==> config.mk <==
export PLATFORM = sky130hd
export DESIGN_NAME = major_cycle_sequencer
export DESIGN_NICKNAME = d
export VERILOG_FILES = /design/src/rtl/major_cycle_sequencer.sv
export SDC_FILE = /design/constraint.sdc
export NUM_CORES = 1
export LEC_CHECK = 0
export CORE_MARGIN = 2
export CORE_UTILIZATION = 42
export DETAILED_ROUTE_END_ITERATION = 8
export PLACE_DENSITY = 0.77
export SKIP_CTS_REPAIR_TIMING = 1
export SLEW_MARGIN = 0
export SYNTH_ARGS = -nofsm -noshare
export SYNTH_HDL_FRONTEND = slang
export SYNTH_SLANG_ARGS = --single-unit
export TNS_END_PERCENT = 30
==> constraint.sdc <==
create_clock -name clk -period 1.9 [get_ports clk]
set_input_delay 0.57 -clock clk [delete_from_list [all_inputs] [get_ports clk]]
set_output_delay 0.57 -clock clk [all_outputs]
set_load 0.05 [all_outputs]
==> src/rtl/major_cycle_sequencer.sv <==
// major_cycle_sequencer
//   Major-cycle timing generator for the fetch phase decoder and execute logic.
//   Walks HALT / FETCH / AUTO1 / AUTO2 / IND / EXEC(k), each non-HALT cycle lasting
//   TICKS clocks, and decodes the ck*/stb* phase outputs from the state, tick and
//   exec-step flops only. No output depends combinationally on any input.
//   Optional build macro SINGLE_STEP_EN adds a 'step' input; a rising edge on it
//   while halted with run=0 runs exactly one instruction.
//
//   state  | meaning
//   HALT   | idle, all phases low, running=0
//   FETCH  | instruction fetch (IR load on stbFetchA, PC increment on stbFetchB)
//   AUTO1  | autoincrement cycle 1 (indirect via 010-017)
//   AUTO2  | autoincrement cycle 2
//   IND    | indirect address cycle
//   EXEC   | execute step k, k = 0..EXEC_STEPS-1

module major_cycle_sequencer #(
  parameter int TICKS      = 4,
  parameter int EXEC_STEPS = 3
) (
  input  logic                  clk,
  input  logic                  reset,
  input  logic                  run,
  input  logic                  instIsIND,
  input  logic                  instIsPPIND,
  input  logic                  execDone,
`ifdef SINGLE_STEP_EN
  input  logic                  step,
`endif
  output logic                  ckFetch,
  output logic                  stbFetchA,
  output logic                  stbFetchB,
  output logic                  ckAuto1,
  output logic                  stbAuto1,
  output logic                  ckAuto2,
  output logic                  stbAuto2,
  output logic                  ckInd,
  output logic                  stbInd,
  output logic [EXEC_STEPS-1:0] ckExec,
  output logic [EXEC_STEPS-1:0] stbExec,
  output logic                  running
);

  localparam int TW = $clog2(TICKS);
  localparam int KW = (EXEC_STEPS > 1) ? $clog2(EXEC_STEPS) : 1;

  localparam logic [TW-1:0] TICK_LAST = TW'(TICKS - 1);
  localparam logic [TW-1:0] TICK_STB  = TW'(TICKS - 2);
  localparam logic [KW-1:0] K_LAST    = KW'(EXEC_STEPS - 1);

  localparam logic [2:0] S_HALT  = 3'd0;
  localparam logic [2:0] S_FETCH = 3'd1;
  localparam logic [2:0] S_AUTO1 = 3'd2;
  localparam logic [2:0] S_AUTO2 = 3'd3;
  localparam logic [2:0] S_IND   = 3'd4;
  localparam logic [2:0] S_EXEC  = 3'd5;

  logic [2:0]    state_q, state_d;
  logic [TW-1:0] tick_q, tick_d;
  logic [KW-1:0] k_q, k_d;
  logic          tick_last;
  logic          start;

`ifdef SINGLE_STEP_EN
  logic step_q;

  // Step edge detector; resets to 1 so a step held high through reset is not an edge.
  always_ff @(posedge clk or posedge reset) begin
    if (reset) step_q <= 1'b1;
    else       step_q <= step;
  end

  assign start = run | (step & ~step_q);
`else
  assign start = run;
`endif

  assign tick_last = (tick_q == TICK_LAST);

  // Next-state, tick and exec-step selection; decisions only at the last tick of a cycle.
  always_comb begin
    state_d = state_q;
    tick_d  = tick_q;
    k_d     = k_q;
    if (state_q == S_HALT) begin
      tick_d = '0;
      k_d    = '0;
      if (start) state_d = S_FETCH;
    end else begin
      tick_d = tick_last ? '0 : tick_q + TW'(1);
      if (tick_last) begin
        case (state_q)
          S_FETCH: begin
            k_d = '0;
            if (instIsPPIND)    state_d = S_AUTO1;
            else if (instIsIND) state_d = S_IND;
            else                state_d = S_EXEC;
          end
          S_AUTO1: state_d = S_AUTO2;
          S_AUTO2: state_d = S_IND;
          S_IND: begin
            state_d = S_EXEC;
            k_d     = '0;
          end
          S_EXEC: begin
            if (execDone || (k_q == K_LAST)) begin
              // Instruction boundary: the only place run is honoured for halting.
              state_d = run ? S_FETCH : S_HALT;
              k_d     = '0;
            end else begin
              k_d = k_q + KW'(1);
            end
          end
          default: state_d = S_HALT;
        endcase
      end
    end
  end

  // State, tick and exec-step registers.
  always_ff @(posedge clk or posedge reset) begin
    if (reset) begin
      state_q <= S_HALT;
      tick_q  <= '0;
      k_q     <= '0;
    end else begin
      state_q <= state_d;
      tick_q  <= tick_d;
      k_q     <= k_d;
    end
  end

  logic                  at_stb;
  logic [EXEC_STEPS-1:0] k_onehot;

  assign at_stb   = (tick_q == TICK_STB);
  assign k_onehot = EXEC_STEPS'(1) << k_q;

  // Phase decode from flops only; reset forces HALT, so every output drops at once.
  always_comb begin
    ckFetch   = (state_q == S_FETCH);
    stbFetchA = (state_q == S_FETCH) && at_stb;
    stbFetchB = (state_q == S_FETCH) && tick_last;
    ckAuto1   = (state_q == S_AUTO1);
    stbAuto1  = (state_q == S_AUTO1) && at_stb;
    ckAuto2   = (state_q == S_AUTO2);
    stbAuto2  = (state_q == S_AUTO2) && at_stb;
    ckInd     = (state_q == S_IND);
    stbInd    = (state_q == S_IND) && at_stb;
    ckExec    = (state_q == S_EXEC) ? k_onehot : '0;
    stbExec   = ((state_q == S_EXEC) && at_stb) ? k_onehot : '0;
    running   = (state_q != S_HALT);
  end

endmodule
==> results_dict.tcl, run 1 <==
set metrics [dict create \
    ys_ff_latch 7 \
    r2r_slack_ns 0.33 \
    dp_hpwl_um 1310 \
    synth_commonest_cells "dfrtp_1, and2_1, inv_1" \
    dieArea_um2 1700 \
    antenna_found_initial 0 \
    min_from "tick_q[0]" \
    grt_pass1_vias 552 \
    worstSetupPathType "reg2out" \
    root_buffer "clkbuf_4" \
    rsz0062_at_grt "yes" \
    holdPathStages 2 \
    placed_area_um2 1040 \
    period_share_pct 103 \
    wire_per_inst_um 18.0 \
    violations "negative setup slack" \
    die_x_um 41.3 \
    path_cells "and3b_2 -> and3_4 -> buf_12" \
    status "finished, violations left" \
    fin_ws_ns -0.0632 \
    grt_max_degree 10 \
    numCtsBuffers 3 \
    syn_to_final_growth_pct 102 \
    via_per_inst 5.58 \
    synth-async-reset-ratio_pct 100 \
    synth_area_um2 583 \
    drv_slew 0 \
    netlist.area_leader.share_pct 30.0 \
    finalSetupTns_ns -0.525 \
    crit_family "simple AND/OR/NAND/NOR gates" \
    die_y_um 41.3 \
    r2r-end "k_q[0]" \
    clockBufferDepth 2 \
    grt_pass1_wl_um 2460 \
    rows 13 \
    cts_tree "yes" \
    cts.sink_count 7 \
    fin_crit_ns 1.96 \
    netlist_instances 67 \
    powerDensity_nw_per_um2 1700 \
    fin_nets 116 \
    max_clock_freq_ghz 0.509 \
    globalRouteTotalUtil_pct 22.6 \
    drc_errors 0 \
    leakage_uw 0.000513 \
    synth.net_count 78 \
    yosysSeqAreaShare_pct 30.0 \
    portBuffers 21 \
    drtIter0Drc 13 \
    initial_utilization_pct 44.8 \
    syn_area_per_cell_um2 8.70 \
    setup_viol 13 \
    holdPathEnd "tick_q[0]" \
    ys_types 32 \
    hold_violations 0 \
    yosysMostFrequentCell "dfrtp_1" \
    top_level_ports 22 \
    finish.instance_area_um2 1180 \
    required_ns 1.33 \
    crit_path_start_kind "flip-flop" \
    cp_num_buf_inv 1 \
    gp_congestion 0.847 \
    fin_skew_ns 0.00502 \
    insertion_delay_ns 0.25 \
    pre_cts_ws_ns 0.137 \
    cp-end-kind "output port" \
    cts_max_level 1 \
    antenna_cells 0 \
    synth_edf_count 0 \
    rr_worst_depth 5 \
    synth_ff_type "dfrtp_1" \
    drt_pass1_iterations 4 \
    antenna_left 0 \
    synth_warnings 0 \
    drive_gt1_share_pct 55.8 \
    finalWirelength_um 2140 \
    gr-total-overflow 0 \
    yosysTopAreaCell "dfrtp_1" \
    slew_headroom_pct 76.1 \
    cp.arrival_ns 1.39 \
    hold_class "reg2reg" \
    clk_pin_slew_ns 0.06 \
    crit_slowest_cell "dfrtp_2" \
    worst_pin_slew_ns 0.356 \
    drv_cap 0 \
    ir_worst_vdd_mv 1.33 \
    core_um2 1300 \
    critPathMaxStageDelay_ns 0.46 \
    synth.area.top_cells "dfrtp_1, ha_1, and2_1, nor3_1, inv_1" \
    path_max_fanout 7 \
    vias 664 \
    reg2reg_from "tick_q[0]" \
]
==> power by group <==
part	internal [µW]	switching, µW
logic	745	823
clock network	80.3	57.8
registers	219	82.4
==> per-layer routing <==
metal,GRT usage [%],routed length (µm)
met5,0,0
met3,3.80,71
met4,13.7,70
met1,27.6,850
met2,36.7,1150
==> cell families (layout without fill, tap and decap cells) <==
| logic type | count (synthesis) | after routing | synth area share, % |
|---|---|---|---|
| AO/OA/AOI/OAI | 13 | 13 | 16.5 |
| adder cells (fa/ha/maj) | 5 | 5 | 10.7 |
| buffers and inverters | 11 | 48 | 9.87 |
| flip-flops | 7 | 7 | 30.0 |
| multiplexers | 1 | 1 | 2.57 |
| AND/OR/NAND/NOR | 30 | 30 | 30.3 |
==> registers in the layout, summed over array words and instances, names as in the netlist <==
register  cells
state_q       3
k_q           2
tick_q        2
==> stage by stage <==
| step | power [µW] | util [%] | hold WS (ns) | cells |
|---|---|---|---|---|
| floorplan | 1060 | - | 0.373 | 67 |
| global placement | 1580 | 80.3 | 0.452 | 108 |
| detailed placement | 1630 | 80.3 | 0.461 | 108 |
| CTS | 1770 | 82.3 | 0.466 | 112 |
| global route | 2090 | 90.5 | 0.553 | 119 |
| finish | 2010 | 90.5 | 0.542 | 119 |
==> cell usage in the layout (no fill, tap or decap), drive strengths merged, types with 2 or more instances in the layout <==
| master | count |
|---|---|
| buf | 32 |
| inv | 7 |
| dfrtp | 7 |
| and2 | 7 |
| clkdlybuf4s50 | 5 |
| ha | 5 |
| nor3 | 5 |
| nor2 | 4 |
| and3 | 4 |
| clkbuf | 4 |
| nand2 | 3 |
| o21ai | 2 |
| nand2b | 2 |
| o22ai | 2 |
==> final cells by class <==
| class | instances | area, µm² |
|---|---|---|
| Timing Repair Buffer | 37 | 498 |
| Sequential cell | 7 | 179 |
| Fill cell | 58 | 124 |
| Tap cell | 15 | 18.8 |
| Clock buffer | 4 | 26.3 |
| Inverter | 7 | 26.3 |
| Multi-Input combinational cell | 49 | 429 |
==> tightest hold or removal path, delay by kind of cell, from the launching register on <==
kind	cells	cell delay, ns
buf+inv	1	0.11
simple gates	1	0.05
flops	1	0.34
==> worst max path at each step <==
stage,cells after the start,startpoint,slack [ns],endpoint
global placement,3,state_q[0],0.19,stbExec[0]
CTS,3,state_q[0],-0.13,stbExec[0]
detailed placement,3,state_q[0],0.14,stbExec[0]
finish,3,state_q[1],-0.06,stbExec[0]
global route,3,state_q[1],-0.11,stbExec[0]
floorplan,4,state_q[0],-0.24,stbAuto2
(Power assumes the default switching activity.)
==> run 2: changes to the inputs <==
--- a/config.mk
+++ b/config.mk
@@ -5,10 +5,12 @@
 export SDC_FILE = /design/constraint.sdc
 export NUM_CORES = 1
 export LEC_CHECK = 0
-export CORE_MARGIN = 2
-export CORE_UTILIZATION = 42
+export CORE_AREA = 2 2 39 41
+export CTS_CLUSTER_SIZE = 20
 export DETAILED_ROUTE_END_ITERATION = 8
-export PLACE_DENSITY = 0.77
+export DIE_AREA = 0 0 41 43
+export DONT_BUFFER_PORTS = 1
+export PLACE_DENSITY = 0.58
 export SKIP_CTS_REPAIR_TIMING = 1
 export SLEW_MARGIN = 0
 export SYNTH_ARGS = -nofsm -noshare
==> run 2 against run 1 <==
- critical path type unchanged
- core utilization is 24 points lower
- worst setup slack gained 0.0078 ns
- largest cell class is now multi-input gates
- first-iteration DRC count is the same
- combinational power down 26%
- maximum frequency grew 0.40%
- design area fell by 22%
- the flow still finishes with violations (negative setup slack)
- register-to-register slack gained 0.14 ns
- die area rose by 3.6%
- clock-buffer cell count stayed put
==> results_dict.tcl, run 2 (synthesis gave the netlist of run 1 again) <==
set metrics [dict create \
    gp_congestion 0.848 \
    powerDensity_nw_per_um2 1750 \
    drt_pass1_iterations 4 \
    grt_pass1_wl_um 2010 \
    clockBufferDepth 2 \
    core_um2 1380 \
    violations "negative setup slack" \
    cp.arrival_ns 1.39 \
    finalWirelength_um 1320 \
    setup_viol 4 \
    insertion_delay_ns 0.26 \
    wire_per_inst_um 13.0 \
    drv_cap 0 \
    path_cells "and3b_2 -> and3_2" \
    crit_path_start_kind "flip-flop" \
    antenna_cells 0 \
    gr-total-overflow 0 \
    numCtsBuffers 3 \
    ir_worst_vdd_mv 1.02 \
    largest_reg_flops 3 \
    vias 569 \
    dp_cells 95 \
    die_y_um 43 \
    grt_pass1_vias 478 \
    syn_to_final_growth_pct 57.5 \
    root_buffer "clkbuf_4" \
    leakage_uw 0.000407 \
    antenna_left 0 \
    fillCellCount 106 \
    drtIter0Drc 13 \
    grt_max_degree 10 \
    layout_commonest_cell "buf_4" \
    top_register "state_q" \
    die_x_um 41 \
    period_share_pct 103 \
    cts_tree "yes" \
    drc_errors 0 \
    path_max_fanout 7 \
    worst_pin_slew_ns 0.272 \
    rsz0062_at_grt "yes" \
    max_clock_freq_ghz 0.511 \
    drv_slew 0 \
    portBuffers 0 \
    globalRouteTotalUtil_pct 17.7 \
    hold_violations 0 \
    final_cells 102 \
    dp_hpwl_um 993 \
    cts_max_level 1 \
    hold_class "in2async" \
    multiInputGateArea_um2 420 \
    fin_skew_ns 0.00626 \
    drive_gt1_share_pct 52.3 \
    dieArea_um2 1760 \
    clk_pin_slew_ns 0.05 \
    antenna_found_initial 0 \
    fin_ws_ns -0.0554 \
    top_regs "state_q x3, k_q x2, tick_q x2" \
    status "finished, violations left" \
    required_ns 1.33 \
    worstSetupPathType "reg2out" \
    pre_cts_ws_ns 0.138 \
    rr_worst_depth 4 \
    cts.sink_count 7 \
    top_level_ports 22 \
    finalPower_uw 1610 \
    crit_slowest_cell "dfrtp_2" \
    critPathMaxStageDelay_ns 0.45 \
    fin_nets 98 \
    final_cell_mix "buf_4, buf_12, and2_4" \
    fin_crit_ns 1.96 \
    via_per_inst 5.58 \
    initial_utilization_pct 42.1 \
    cp-end-kind "output port" \
    rows 14 \
    regArea_um2 179 \
    slew_headroom_pct 81.7 \
]
-- run 2: cell type report --
cell class,count,area share (%)
Sequential cell,7,19.5
Timing Repair Buffer,19,26.4
Tap cell,16,2.18
Inverter,7,3.27
Clock buffer,4,2.86
Multi-Input combinational cell,49,45.8
-- run 2: worst paths after layout --
check                           startpoint          to  slack, ns
worst max-delay path            state_q[1]  stbExec[2]      -0.06
worst min-delay path                 reset      k_q[0]       0.12
worst max register to register   tick_q[0]      k_q[0]       0.47
worst min register to register   tick_q[0]   tick_q[0]       0.47
max in group asynchronous            reset  state_q[2]       1.55
min in group clk                 tick_q[0]   tick_q[0]       0.47
-- run 2: metrics by stage --
stage	util (%)	setup TNS, ns	cell area, µm²	hold slack (ns)
2_1_floorplan	-	-0.728	623	0.373
3_3_place_gp	59.0	0	816	0.407
3_5_place_dp	59.0	0	816	0.402
4_1_cts	60.8	-0.790	842	0.123
5_1_grt	66.4	-0.492	918	0.138
6_report	66.4	-0.147	918	0.119
-- run 2: worst max-delay path, delay by kind of cell, from the launching register on --
family / cells / cell delay (ns)
simple gates: 2 / 0.68
flops: 1 / 0.45
-- run 2: power breakdown --
| group | switching, µW | leakage, µW | total (µW) | internal [µW] |
|---|---|---|---|---|
| registers | 87.3 | 0.0000838 | 306 | 219 |
| clock network | 55.5 | 0.0000150 | 136 | 80.1 |
| logic | 662 | 0.000308 | 1160 | 502 |
-- run 2: per-layer routing --
metal | GRT usage (%) | share of wire [%] | vias up
met2 | 25.6 | 50 | 23
met3 | 6.28 | 7.8 | 4
met5 | 0 | 0 | -
met1 | 20.9 | 40 | 270
li1 | - | - | 272
met4 | 12.0 | 2.6 | 0
==> variant: new RTL, config.mk and constraints of run 2 <==
The parameter `TICKS` goes from 4 to 2.
--- a/src/rtl/major_cycle_sequencer.sv
+++ b/src/rtl/major_cycle_sequencer.sv
@@ -15,7 +15,7 @@
 //   EXEC   | execute step k, k = 0..EXEC_STEPS-1
 
 module major_cycle_sequencer #(
-  parameter int TICKS      = 4,
+  parameter int TICKS      = 2,
   parameter int EXEC_STEPS = 3
 ) (
   input  logic                  clk,
Check against the original RTL: not equivalent (a bounded check fails within 4 cycles, from zero or initial values and one cycle with reset high).
==> variant against run 2 <==
The flow still finishes with violations (setup timing). Sequential cell count fell by 1. Synthesized area fell by 11%. Worst setup slack got worse by 11 ps. Final cell count fell by 0.98%. Design area fell by 8.4%. Routed wire length fell by 0.45%.
Power is left out: the tool's default activity adds up to more than one toggle a clock period on the data nets, which glitch-free logic cannot reach.
==> variant: results (changes against run 2) <==
Run status
  – Status: finished with violations
  – Failing checks: setup timing

Timing
  – Finish-stage setup viols: 7 (+3)
  – Slew margin rel.: 71.8% (-9.9 points)
  – Setup slack after layout: -66.0 ps (-10.6 ps)
  – Layout Skew: 3.17 ps (-3.09 ps)

Routing
  – Vias per inst: 5.37 (-3.8%)
  – Routed length per instance: 13.0 um (+0.53%)
  – 1st-iter DRT viols: 1 (-12)
  – Final WL: 1.32 mm (-0.45%)

GRT
  – Vias in the first global route: 476 (-0.42%)
  – Largest net degree at the start of global routing: 16 (+6)
  – First-pass GRT wire length: 1.88 mm (-6.5%)
  – Global-route usage over all layers: 15.6% (-2.1 points)

Placement
  – Placer Congestion: 0.792 (-6.7%)
  – Post-Place Cells: 96 (+1.1%)
  – Post-DP HPWL: 1.00 mm (+1.1%)

Synthesis
  – Post-synth top cells: 7 x nor2_1, 6 x dfrtp_1, 6 x inv_1
  – Sequential fraction of the synthesis area: 29.1% (-0.99 points)
  – Yosys cell types: 29 (-9.4%)
  – Synth Area in Adders: 7.26% (-3.5 points)
  – Syn_nets: 75 (-3.8%)
  – Synth top area cells: dfrtp_1 29%, ha_1 7.3%, nor2_1 5.1%, and3_1 4.8%, nor3_1 4.8%
  – Post-synthesis mux area share: 2.18% (-0.40 points)
  – Synth Instances: 66 (-1.5%)
  – Synth Area in Compound Gates: 17.4% (+0.91 points)

Setup path
  – Number of cells on the worst reg-to-reg path: 5 (+1)
  – RR Startpoint: k_q[0]
  – RR Endpoint: state_q[0]
  – Slowest stage cell on the critical path: dfrtp_2

Cells and area
  – Number of fill cells: 123 (+16%)
  – Share of layout cells above drive strength 1: 50.6% (-1.7 points)

Clocking
  – Clock buffer depth: 2 (unchanged)
  – Clock root buffer: clkbuf_4
==> variant: worst max-delay path by stage <==
stage / endpoint / slack, ps / cells after the start
5_1_grt: stbExec[1] / -140 / 3
2_1_floorplan: stbFetchA / -310 / 3
4_1_cts: stbFetchB / -110 / 4
3_5_place_dp: stbFetchB / 150 / 4
6_report: stbExec[0] / -70 / 3
3_3_place_gp: stbExec[2] / 140 / 3
==> variant: per-stage QoR <==
stage | utilization [%] | setup TNS [ps] | hold WS (ps)
floorplan | - | -1590 | 361
global placement | 54.3 | 0 | 390
detailed placement | 54.3 | 0 | 392
CTS | 56.0 | -772 | 131
global route | 60.8 | -965 | 139
finish | 60.8 | -280 | 131
==> variant: worst register-to-register path, stage by stage (launching register included) <==
cell and delay [ps]:
dfrtp_1 340, inv_1 80, ha_2 210, or4b_1 490, a211o_1 310, a32oi_1 160
==> variant: routing by layer <==
layer | up-vias | GRT usage (%) | part of all wire (%)
li1 | 270 | - | -
met1 | 249 | 20.9 | 46
met2 | 21 | 23.8 | 47
met3 | 2 | 1.57 | 4.9
met4 | 0 | 8.00 | 1.8
met5 | - | 0 | 0
==> variant: final cells by class <==
| class | instances | area, um^2 | area share (%) |
|---|---|---|---|
| multi-input combinational | 48 | 372 | 44.2 |
| inverter | 6 | 22.5 | 2.68 |
| tap | 16 | 20.0 | 2.38 |
| clock buffer | 3 | 22.5 | 2.68 |
| sequential | 6 | 155 | 18.5 |
| timing repair buffer | 22 | 249 | 29.6 |
==> variant: logic make-up after synthesis <==
| kind of cell | after synthesis |
|---|---|
| compound gates | 12 |
| fa+ha+maj | 3 |
| buf+inv | 12 |
| flops | 6 |
| mux | 1 |
| simple gates | 32 |
